File: src/rtl/eel_rst_seq.sv
// Reset/run sequencer: synchronises the board reset, holds every channel, releases channels
// one by one in ascending order, and optionally halts the system after a fixed run length.
module eel_rst_seq #(
    parameter int unsigned NUM_CH      = 4,
    parameter int unsigned SYNC_STAGES = 2,
    parameter int unsigned HOLD_CYCLES = 8,
    parameter int unsigned STAGGER     = 4,
    parameter int unsigned RUN_CYCLES  = 30,
    parameter int unsigned CNT_W       = 16
) (
    input  logic              CLK,
    input  logic              RST,
    input  logic              SW_RST,
    output logic [NUM_CH-1:0] CH_RST,
    output logic              READY,
    output logic              RUN_DONE,
    output logic [2:0]        STATE
);

    typedef enum logic [2:0] {
        S_RESET   = 3'd0,
        S_HOLD    = 3'd1,
        S_RELEASE = 3'd2,
        S_RUN     = 3'd3,
        S_DONE    = 3'd4
    } state_t;

    localparam logic [CNT_W-1:0] HOLD_LAST = CNT_W'(HOLD_CYCLES - 32'd1);
    localparam logic [CNT_W-1:0] REL_LAST  = CNT_W'(STAGGER * (NUM_CH - 32'd1));
    localparam logic [CNT_W-1:0] RUN_LAST  = CNT_W'((RUN_CYCLES == 32'd0) ? 32'd0 : RUN_CYCLES - 32'd1);
    localparam bit               WDOG_EN   = (RUN_CYCLES != 32'd0);

    logic [SYNC_STAGES-1:0] sync_q;
    logic                   rst_sync;
    state_t                 state_q;
    state_t                 state_d;
    logic [CNT_W-1:0]       cnt_q;
    logic [CNT_W-1:0]       cnt_d;
    logic [NUM_CH-1:0]      ch_d;
    logic                   ready_d;
    logic                   done_d;

    // Release-side synchroniser; assertion is asynchronous through RST on every flop.
    always_ff @(posedge CLK or negedge RST) begin
        if (!RST) begin
            sync_q <= '0;
        end else begin
            sync_q <= {sync_q[SYNC_STAGES-2:0], 1'b1};
        end
    end

    assign rst_sync = sync_q[SYNC_STAGES-1];

    // Next-state and next-output logic; SW_RST outranks every other transition.
    always_comb begin
        state_d = state_q;
        cnt_d   = cnt_q;
        ch_d    = CH_RST;
        ready_d = READY;
        done_d  = RUN_DONE;

        if ((state_q != S_RESET) && SW_RST) begin
            state_d = S_HOLD;
            cnt_d   = '0;
            ch_d    = '1;
            ready_d = 1'b0;
            done_d  = 1'b0;
        end else begin
            case (state_q)
                S_RESET: begin
                    cnt_d = '0;
                    if (rst_sync) begin
                        state_d = S_HOLD;
                    end
                end
                S_HOLD: begin
                    if (cnt_q == HOLD_LAST) begin
                        state_d = S_RELEASE;
                        cnt_d   = '0;
                    end else begin
                        cnt_d = cnt_q + CNT_W'(1);
                    end
                end
                S_RELEASE: begin
                    for (int unsigned i = 0; i < NUM_CH; i++) begin
                        if (cnt_q == CNT_W'(STAGGER * i)) begin
                            ch_d[i] = 1'b0;
                        end
                    end
                    if (cnt_q == REL_LAST) begin
                        state_d = S_RUN;
                        cnt_d   = '0;
                        ready_d = 1'b1;
                    end else begin
                        cnt_d = cnt_q + CNT_W'(1);
                    end
                end
                S_RUN: begin
                    if (WDOG_EN) begin
                        if (cnt_q == RUN_LAST) begin
                            state_d = S_DONE;
                            cnt_d   = '0;
                            ch_d    = '1;
                            ready_d = 1'b0;
                            done_d  = 1'b1;
                        end else begin
                            cnt_d = cnt_q + CNT_W'(1);
                        end
                    end
                end
                S_DONE: begin
                    state_d = S_DONE;
                end
                default: begin
                    state_d = S_RESET;
                    cnt_d   = '0;
                    ch_d    = '1;
                    ready_d = 1'b0;
                    done_d  = 1'b0;
                end
            endcase
        end
    end

    always_ff @(posedge CLK or negedge RST) begin
        if (!RST) begin
            state_q  <= S_RESET;
            cnt_q    <= '0;
            CH_RST   <= '1;
            READY    <= 1'b0;
            RUN_DONE <= 1'b0;
        end else begin
            state_q  <= state_d;
            cnt_q    <= cnt_d;
            CH_RST   <= ch_d;
            READY    <= ready_d;
            RUN_DONE <= done_d;
        end
    end

    assign STATE = state_q;

endmodule

File: config.mk
export PLATFORM = sky130hd
export DESIGN_NAME = eel_rst_seq
export DESIGN_NICKNAME = d
export VERILOG_FILES = /design/src/rtl/eel_rst_seq.sv
export SDC_FILE = /design/constraint.sdc
export NUM_CORES = 1
export LEC_CHECK = 0
export ABC_AREA = 0
export BUFFER_PORTS_ARGS = -buffer_cell sky130_fd_sc_hd__buf_2
export CAP_MARGIN = 10
export CORE_AREA = 2 2 54 56
export CTS_BUF_LIST = sky130_fd_sc_hd__clkbuf_8
export DETAILED_ROUTE_END_ITERATION = 7
export DIE_AREA = 0 0 56 58
export GPL_TIMING_DRIVEN = 1
export PLACE_DENSITY = 0.85
export SYNTH_ARGS = -nofsm -noshare
export SYNTH_HDL_FRONTEND = slang
export SYNTH_SLANG_ARGS = --single-unit
File: constraint.sdc
create_clock -name CLK -period 3 [get_ports CLK]
set_input_delay 0 -clock CLK [delete_from_list [all_inputs] [get_ports CLK]]
set_output_delay 0 -clock CLK [all_outputs]
set_load 0.01 [all_outputs]
==> flow_metrics.env <==
export IMPL_critPathTopFamily="simple AND/OR/NAND/NOR gates"
export IMPL_hold_path_class="primary input to asynchronous set/reset pin"
export IMPL_synth_largest_area_cell="dfrtp_1"
export IMPL_cts_root_buf="clkbuf_8"
export IMPL_hold_viol=0
export IMPL_synthTopCellsByCount="nand2_1 (24), dfrtp_1 (23), o21ai_0 (18)"
export IMPL_worst_pin_slew_ns=1.14
export IMPL_drc_errors=0
export IMPL_slowest_delay_ns=0.56
export IMPL_initial_core_util_pct=57.9
export IMPL_async_flop_share_pct=100
export IMPL_wl_um=3310
export IMPL_grt_max_degree=28
export IMPL_endpoint_kind="register"
export IMPL_yosys_cell_types_count=43
export IMPL_crit_required_ns=3.15
export IMPL_fin_setup_tns_ns=0
export IMPL_synth_simple_area_share_pct=29.0
export IMPL_clk_insertion_delay_late_ns=0.28
export IMPL_syn_inst=175
export IMPL_critPathLaunchType="register"
export IMPL_path_clk_slew_ns=0.09
export IMPL_via_count=1394
export IMPL_drt_iter0_drc=57
export IMPL_rsz0062_at_grt="false"
export IMPL_status="complete, no violations"
export IMPL_fin_skew_ns=0.00470
export IMPL_io_buffer_count=11
export IMPL_design_power_total_mw=0.734
export IMPL_clock_sinks=27
export IMPL_place_ws_ns=0.452
export IMPL_regToRegStartpoint="cnt_q[11]"
export IMPL_endpoint="cnt_q[4]"
export IMPL_setup_viol=0
export IMPL_synth_area_sq_mm=0.00154
export IMPL_max_freq_mhz=391
export IMPL_hpwl_um=2300
export IMPL_nets=192
export IMPL_slew_headroom_pct=23.8
export IMPL_synth_top_area_share_pct=37.3
export IMPL_synthAdderAreaFrac_pct=3.08
export IMPL_cts_buffer_depth=2
export IMPL_gr_total_overflow=0
export IMPL_power_density_mw_per_mm2=440
export IMPL_critPathLaunch="cnt_q[11]"
export IMPL_crit_fanout=16
export IMPL_diodes=0
export IMPL_r2r_slack_ns=0.44
export IMPL_numCtsBuffers=3
export IMPL_grt_use_total_pct=21.8
export IMPL_grt_pass1_wl_um=5540
export IMPL_r2r_cells=5
export IMPL_synth_seq_area_share_pct=44.2
export IMPL_die_h_um=58
export IMPL_synthesis_nets=181
export IMPL_dieWidth_um=56
export IMPL_core_area_sq_mm=0.00266
export IMPL_syn_to_final_growth_pct=8.36
export IMPL_synth_xor_area_share_pct=1.70
export IMPL_grt_pass1_vias=1260
export IMPL_crit_type="register to register"
export IMPL_synth_top_family_by_area="simple AND/OR/NAND/NOR gates"
export IMPL_yosys_top_cells_area="dfrtp_1 (37%), dfstp_2 (6.8%), o21ai_0 (5.8%)"
export IMPL_post_cts_buffers=0
export IMPL_crit_cells=5
export IMPL_rr_endpoint="cnt_q[4]"
export IMPL_slew_viol_final=0
export IMPL_ctsResizeCount=0
export IMPL_synth_most_common_cell="nand2_1"
export IMPL_antenna_left=0
export IMPL_synth_edf_count=0
export IMPL_path_cells="or4_4 -> nor4_2 -> o22ai_1 -> nor3_2 -> o21ai_1"
export IMPL_rows=19
export IMPL_ys_ff_latch=27
export IMPL_finalWorstSetupSlack_ns=0.442
export IMPL_ioPinCount=12
export IMPL_yosysWarnings=0
export IMPL_fin_hold_ws_ns=0.261
export IMPL_drive_above_1_share_pct=16.8
export IMPL_gp_congestion=0.873
export IMPL_via_per_inst=6.45
export IMPL_worst_path_max_delay_cell="or4_4"
export IMPL_p_leak_nw=0.682
export IMPL_drv_cap=0
export IMPL_fill_cells=230
export IMPL_cts_tree="done"
export IMPL_die_area_sq_mm=0.00325
export IMPL_syn_avg_cell_area_sq_um=8.81
export IMPL_htreeDepth=1
export IMPL_muxShareOfSynthArea_pct=1.38
export IMPL_dr_pass1_iters=4
export IMPL_critPathBufInv=0
export IMPL_peakVddDrop_v=0.000264
export IMPL_antenna_found_initial=0
export IMPL_synth_compound_area_share_pct=17.3
export IMPL_routedWlPerCell_um=15.3
export IMPL_period_needed_ns=2.56
export IMPL_arrival_ns=2.71
export IMPL_fin_crit_sh_pct=85.3
export IMPL_yosys_most_used_dff="dfrtp_1"
## kinds of logic after synthesis
family                     after synthesis
AOI/OAI and AO/OA                       45
adders and majority gates                4
DFF                                     27
other                                    1
buffers and inverters                   11
muxes                                    2
xor gates and xnor gates                 3
and+or+nand+nor                         82
## cell type report
cell class | count | area [sq um] | area share [%]
Clock buffer | 3 | 41.3 | 2.47
Clock inverter | 1 | 3.75 | 0.225
Timing Repair Buffer | 14 | 82.6 | 4.94
Sequential cell | 27 | 681 | 40.7
Inverter | 3 | 11.3 | 0.674
Multi-Input combinational cell | 137 | 812 | 48.6
Tap cell | 31 | 38.8 | 2.32
## per-layer routing
metal / vias to the layer above / global-route usage (%) / part of all wire (%)
met5: - / 0 / 0
met4: 0 / 11.2 / 2.9
met3: 11 / 2.68 / 5.9
met2: 55 / 37.3 / 49
met1: 676 / 27.2 / 43
li1: 652 / - / -
## registers in the layout, indices dropped and copies added (netlist names)
signal    count
READY         1
RUN_DONE      1
sync_q        2
STATE         3
CH_RST        4
cnt_q        16
## worst min path at each step
stage,to,cells after the start,from
floorplan,READY,0,RST
global placement,STATE[2],1,RST
detailed placement,STATE[2],1,RST
CTS,STATE[2],2,RST
global route,STATE[2],2,RST
finish,STATE[2],2,RST
## cells in the final DEF (no fill, tap or decap), types with 2 or more instances in the layout
cell type | synthesis | layout
dfstp_2 | 4 | 4
and3_1 | 2 | 2
a21oi_1 | 5 | 5
o41ai_1 | 2 | 2
nor3_1 | 8 | 8
or2_2 | 4 | 4
nand2_1 | 24 | 24
o22ai_1 | 3 | 3
xnor2_1 | 2 | 2
o31ai_1 | 3 | 3
nor2b_1 | 2 | 2
ha_1 | 3 | 3
nor4_1 | 2 | 2
nand4_1 | 2 | 2
o311ai_1 | 2 | 2
nand3_1 | 6 | 6
buf_2 | 0 | 11
dlygate4sd3_1 | 0 | 2
nor4_2 | 2 | 2
dfrtp_1 | 23 | 23
inv_1 | 3 | 4
or4_4 | 3 | 3
o21ai_0 | 18 | 18
or3_1 | 4 | 4
nand2b_1 | 5 | 5
nor2_1 | 11 | 11
clkbuf_8 | 0 | 3
o21ai_1 | 8 | 8
## stage by stage
stage / util, % / instances / cell area [sq um]
2_1_floorplan: - / 175 / 1540
5_1_grt: 62.7 / 216 / 1670
3_3_place_gp: 60.3 / 210 / 1610
6_report: 62.7 / 216 / 1670
3_5_place_dp: 60.3 / 210 / 1610
4_1_cts: 62.7 / 216 / 1670
## timing repair
action,CTS,global route
endpoints found under the setup margin,0,0
endpoints found under the hold margin,24,0
hold buffers,2,0
## power breakdown
part	total [mW]	switching [mW]	leakage, nW	internal, mW
registers	0.414	0.0239	0.354	0.390
clock network	0.210	0.118	0.0269	0.0921
logic	0.110	0.0695	0.301	0.0404
Note: power is estimated with default switching activity, not from simulation.
